**src/rtl/fsm_seq_driver.sv**
```systemverilog
// fsm_seq_driver: drives the 12-vector unlock sequence onto a detector's
// i1..i4 inputs, holding each vector HOLD_CYCLES clocks, with a
// start/busy/done/aborted handshake.
// Optional feature macro FSM_SEQ_DRIVER_CORRUPT_EN adds corrupt/corrupt_step
// inputs that bit-invert one chosen vector of the sequence.
module fsm_seq_driver #(
  parameter int unsigned HOLD_CYCLES = 1
) (
  input  logic       clk,
  input  logic       reset,
  input  logic       start,
  input  logic       abort,
`ifdef FSM_SEQ_DRIVER_CORRUPT_EN
  input  logic       corrupt,
  input  logic [3:0] corrupt_step,
`endif
  output logic       i1,
  output logic       i2,
  output logic       i3,
  output logic       i4,
  output logic       busy,
  output logic [3:0] step,
  output logic       done,
  output logic       aborted
);

  localparam int unsigned CNT_W     = 16;
  localparam int unsigned STEP_W    = 4;
  localparam int unsigned VEC_W     = 4;
  localparam int unsigned NUM_STEPS = 12;

  // A hold of 0 behaves like a hold of 1.
  localparam logic [CNT_W-1:0] HOLD_LAST =
    (HOLD_CYCLES == 0) ? '0 : CNT_W'(HOLD_CYCLES - 1);

  typedef enum logic [1:0] {
    S_IDLE  = 2'd0,
    S_DRIVE = 2'd1,
    S_DONE  = 2'd2
  } state_t;

  state_t            state;
  logic [CNT_W-1:0]  hold_cnt;
  logic [VEC_W-1:0]  vec;
  logic              corrupt_q;
  logic [STEP_W-1:0] corrupt_step_q;
  logic              corrupt_in;
  logic [STEP_W-1:0] corrupt_step_in;

`ifdef FSM_SEQ_DRIVER_CORRUPT_EN
  assign corrupt_in      = corrupt;
  assign corrupt_step_in = corrupt_step;
`else
  assign corrupt_in      = 1'b0;
  assign corrupt_step_in = '0;
`endif

  // Unlock sequence, returned as {i4,i3,i2,i1}; don't-cares are 0.
  function automatic logic [VEC_W-1:0] table_vec(input logic [STEP_W-1:0] s);
    case (s)
      4'd1:    table_vec = 4'b0100;
      4'd2:    table_vec = 4'b1001;
      4'd3:    table_vec = 4'b0000;
      4'd4:    table_vec = 4'b0100;
      4'd5:    table_vec = 4'b0010;
      4'd6:    table_vec = 4'b0001;
      4'd7:    table_vec = 4'b1000;
      4'd8:    table_vec = 4'b0000;
      4'd9:    table_vec = 4'b1000;
      4'd10:   table_vec = 4'b0100;
      4'd11:   table_vec = 4'b0001;
      default: table_vec = 4'b0000;
    endcase
  endfunction

  // Table vector, inverted when it is the selected corrupt step.
  // Out-of-range corrupt steps never match a driven step, so they are inert.
  function automatic logic [VEC_W-1:0] drive_vec(input logic [STEP_W-1:0] s,
                                                 input logic c,
                                                 input logic [STEP_W-1:0] cs);
    drive_vec = table_vec(s) ^ ((c && (cs == s)) ? 4'hF : 4'h0);
  endfunction

  assign i1 = vec[0];
  assign i2 = vec[1];
  assign i3 = vec[2];
  assign i4 = vec[3];

  // Sequencer FSM; every output is computed alongside the next state.
  always_ff @(posedge clk) begin
    if (reset) begin
      state          <= S_IDLE;
      hold_cnt       <= '0;
      vec            <= '0;
      busy           <= 1'b0;
      step           <= '0;
      done           <= 1'b0;
      aborted        <= 1'b0;
      corrupt_q      <= 1'b0;
      corrupt_step_q <= '0;
    end else begin
      done    <= 1'b0;
      aborted <= 1'b0;
      case (state)
        // The done-pulse cycle samples start like IDLE so back-to-back
        // sequences are separated by exactly one cycle.
        S_IDLE, S_DONE: begin
          if (start && !abort) begin
            state          <= S_DRIVE;
            hold_cnt       <= '0;
            step           <= STEP_W'(1);
            busy           <= 1'b1;
            corrupt_q      <= corrupt_in;
            corrupt_step_q <= corrupt_step_in;
            vec            <= drive_vec(STEP_W'(1), corrupt_in, corrupt_step_in);
          end else begin
            state <= S_IDLE;
            busy  <= 1'b0;
            step  <= '0;
            vec   <= '0;
          end
        end
        S_DRIVE: begin
          if (abort) begin
            state    <= S_IDLE;
            aborted  <= 1'b1;
            busy     <= 1'b0;
            step     <= '0;
            vec      <= '0;
            hold_cnt <= '0;
          end else if (hold_cnt == HOLD_LAST) begin
            hold_cnt <= '0;
            if (step == STEP_W'(NUM_STEPS)) begin
              state <= S_DONE;
              done  <= 1'b1;
              busy  <= 1'b0;
              step  <= '0;
              vec   <= '0;
            end else begin
              step <= step + STEP_W'(1);
              vec  <= drive_vec(step + STEP_W'(1), corrupt_q, corrupt_step_q);
            end
          end else begin
            hold_cnt <= hold_cnt + CNT_W'(1);
          end
        end
        default: begin
          state    <= S_IDLE;
          busy     <= 1'b0;
          step     <= '0;
          vec      <= '0;
          hold_cnt <= '0;
        end
      endcase
    end
  end

endmodule
```
**config.mk**
```make
export PLATFORM = sky130hd
export DESIGN_NAME = fsm_seq_driver
export DESIGN_NICKNAME = d
export VERILOG_FILES = /design/src/rtl/fsm_seq_driver.sv
export SDC_FILE = /design/constraint.sdc
export NUM_CORES = 1
export LEC_CHECK = 0
export ABC_AREA = 1
export CAP_MARGIN = 20
export CORE_MARGIN = 2
export CORE_UTILIZATION = 31
export DETAILED_ROUTE_END_ITERATION = 12
export GPL_TIMING_DRIVEN = 0
export SLEW_MARGIN = 20
export SYNTH_ARGS = -nofsm -noshare
export SYNTH_HDL_FRONTEND = slang
export SYNTH_SLANG_ARGS = --single-unit
```
**constraint.sdc**
```tcl
create_clock -name clk -period 3.4 [get_ports clk]
set_input_delay 0.85 -clock clk [delete_from_list [all_inputs] [get_ports clk]]
set_output_delay 0.85 -clock clk [all_outputs]
set_load 0.03 [all_outputs]
```
==> impl_metrics.toml <==
[status]
status = "complete, no violations"

[grt]
antenna_found_initial = 0
grt_first_pass_wirelength_um = 6170
overflow = 0
grt_pass1_vias = 1414
grtUsageTotal_pct = 12.8
grt_max_degree = 11

[finish]
multi_input_area_um2 = 881
stdcell_area_um2 = 1910
regArea_um2 = 581
area_delta_synth_final_pct = 18.9
antennaDiodeCount = 0
post-route-util_pct = 37.9
fillerInstances = 544
layout-drive-gt1-share_pct = 9.80
nNetsFinal = 266

[floorplan]
rows = 26
die_h_um = 76.0
num_io_pins = 15
initial_core_util_pct = 31.8
die_x_um = 76.0
core-area_um2 = 5040
dieArea_um2 = 5770

[placed_design]
io_buffer_count = 13
place_ws_ns = 0.968
place_hpwl_um = 2550
place.gp.congestion = 0.837
dpl_cell_area_um2 = 1820

[timing]
min_period_ns = 2.38
fin_skew_ns = 0.00537
setup-tns-final_ns = 0
worstMarginPinSlew_ns = 0.498
post-route-period-util_pct = 70.0
rsz0062_at_grt = "no"
layout_setup_ws_ns = 1.02
hold_viol = 0
maxSlewViolCount = 0
slew_headroom_pct = 66.8
maxClockFrequency_mhz = 420
setup_viol = 0

[synth]
synth_top_cells_by_area = "dfxtp_1 (36%), nand2_1 (14%), nor2_1 (7.5%)"
syn_area_per_cell_um2 = 6.83
synth_top_area_share_pct = 36.2
yosysWarnings = 0
syn_inst = 235
synth_top_area_cell = "dfxtp_1"
synth.distinct_cells = 28
syn-cell-area_um2 = 1610
ys_seq_area_share_pct = 36.2
syn_nets = 246
ys_ff_latch = 29

[setup_path]
crit_slowest_cell = "clkdlybuf4s50_1"
path_class = "flip-flop to output pin"
cp-startpoint = "step[0]"
worstPathRequired_ns = 2.55
critPathArrivalTime_ns = 1.53
r2r-end = "vec[1]"
cp_max_fo = 10
cp.depth = 1
crit_path_end = "step[0]"
r2r_cells = 9
reg2reg_slack_ns = 1.55
crit_buf_inv = 1
timing.rr.start = "step[0]"
crit_chain = "clkdlybuf4s50_1"
worst_path_dominant_cell_family = "buffers and inverters"
endpoint_kind = "output pin"
timing.critical_path.from_type = "flip-flop"
cp_slowest_stage_delay_ns = 0.74

[job]
max-cap-violations = 0

[detailed_routing]
wl_per_cell_um = 10.6
drtAntennaViolNets = 0
drc = 0
dr.first_iter.drc_count = 71
viasPerCell = 4.57
dr.pass1.iters = 4
drt-total-wl_um = 3460
via_count = 1484

[min_path]
hold_class = "flip-flop to flip-flop"

[power]
vdd_drop_max_v = 0.000216
powerDensity_nw_per_um2 = 370
power_mw = 0.707
power.leakage_nw = 0.794

[clocking]
cts_root_buf = "clkbuf_8"
cts_sinks = 29
postCtsSetupBuffers = 0
cts_max_path_buffers = 2
htreeDepth = 2
cts_tree = "done"
path_clk_slew_ns = 0.06
cts_buffers = 5
clk_latency_ns = 0.28
cts_hold_buf = 0
ctsResizeCount = 0
flip-flops by register name (all words and copies together) (netlist names):
register / cells
hold_cnt: 16
step: 4
vec: 4
state: 2
aborted: 1
busy: 1
done: 1
cells in the mapped netlist, drive strengths merged:
library cell  count
nand2            64
nor2             37
inv              33
dfxtp            29
nand3            19
a21oi            12
nor3              9
nand4             8
ha                7
o21ai             7
a31oi             2
buf               2
xor2              2
a211oi            1
clkbuf            1
nor4              1
xnor2             1
layout by cell type (no fill, tap or decap), types with 2 or more instances in the layout:
cell type,synthesis,routed
nor2_2,4,4
nand2_1,59,59
nor2_1,32,32
nand4_1,7,7
a31oi_1,2,2
nand2_2,2,2
clkdlybuf4s50_1,0,13
nor3_1,7,7
nand2_4,3,3
ha_1,7,7
nand3_1,18,18
o21ai_0,7,7
dfxtp_1,29,29
inv_2,2,2
a21oi_1,11,11
clkbuf_8,0,6
inv_1,31,31
clkbuf_1,1,2
xor2_1,2,2
worst min path at each step:
stage / from / endpoint / cells past startpoint
final: vec[3] / vec[3] / 2
after global routing: vec[2] / vec[2] / 2
after CTS: vec[3] / vec[3] / 2
after detailed placement: vec[2] / vec[2] / 2
after global placement: busy / busy / 2
after floorplan: hold_cnt[13] / hold_cnt[13] / 2
power breakdown:
part           switching (mW)  total (mW)  leakage (nW)  internal [mW]
clock                   0.127       0.287        0.0443          0.160
combinational          0.0444      0.0684         0.515         0.0240
sequential            0.00537       0.351         0.235          0.346
layout make-up:
class,count,area share (%)
multi-input combinational,170,46.1
sequential,29,30.4
timing repair buffer,13,6.82
inverter,33,6.49
tap,70,4.59
clock buffer,7,4.52
buffer,3,1.05
per-layer routing:
metal | up-vias | wire length, um | GRT usage [%]
met4 | 0 | 32 | 3.27
li1 | 789 | - | -
met2 | 22 | 1620 | 22.1
met1 | 667 | 1680 | 16.1
met3 | 6 | 123 | 2.86
met5 | - | 0 | 0
per-stage QoR:
| stage | hold slack [ns] | cells |
|---|---|---|
| 6_report | 0.469 | 325 |
| 5_1_grt | 0.485 | 325 |
| 4_1_cts | 0.471 | 325 |
| 3_5_place_dp | 0.460 | 318 |
| 3_3_place_gp | 0.456 | 318 |
| 2_1_floorplan | 0.452 | 235 |
kinds of logic after synthesis:
family / count (synthesis) / synth area share, %
xor gates and xnor gates: 3 / 1.64
and+or+nand+nor: 138 / 40.4
DFF: 29 / 36.2
adders and majority gates: 7 / 5.46
buffers and inverters: 36 / 8.96
AOI/OAI and AO/OA: 22 / 7.40
worst min-delay path: stages, from the launching register on:
cell	delay, ns
dfxtp_1	0.31
nand2_1	0.06
a21oi_1	0.05
Power figures use the tool's default switching activity.
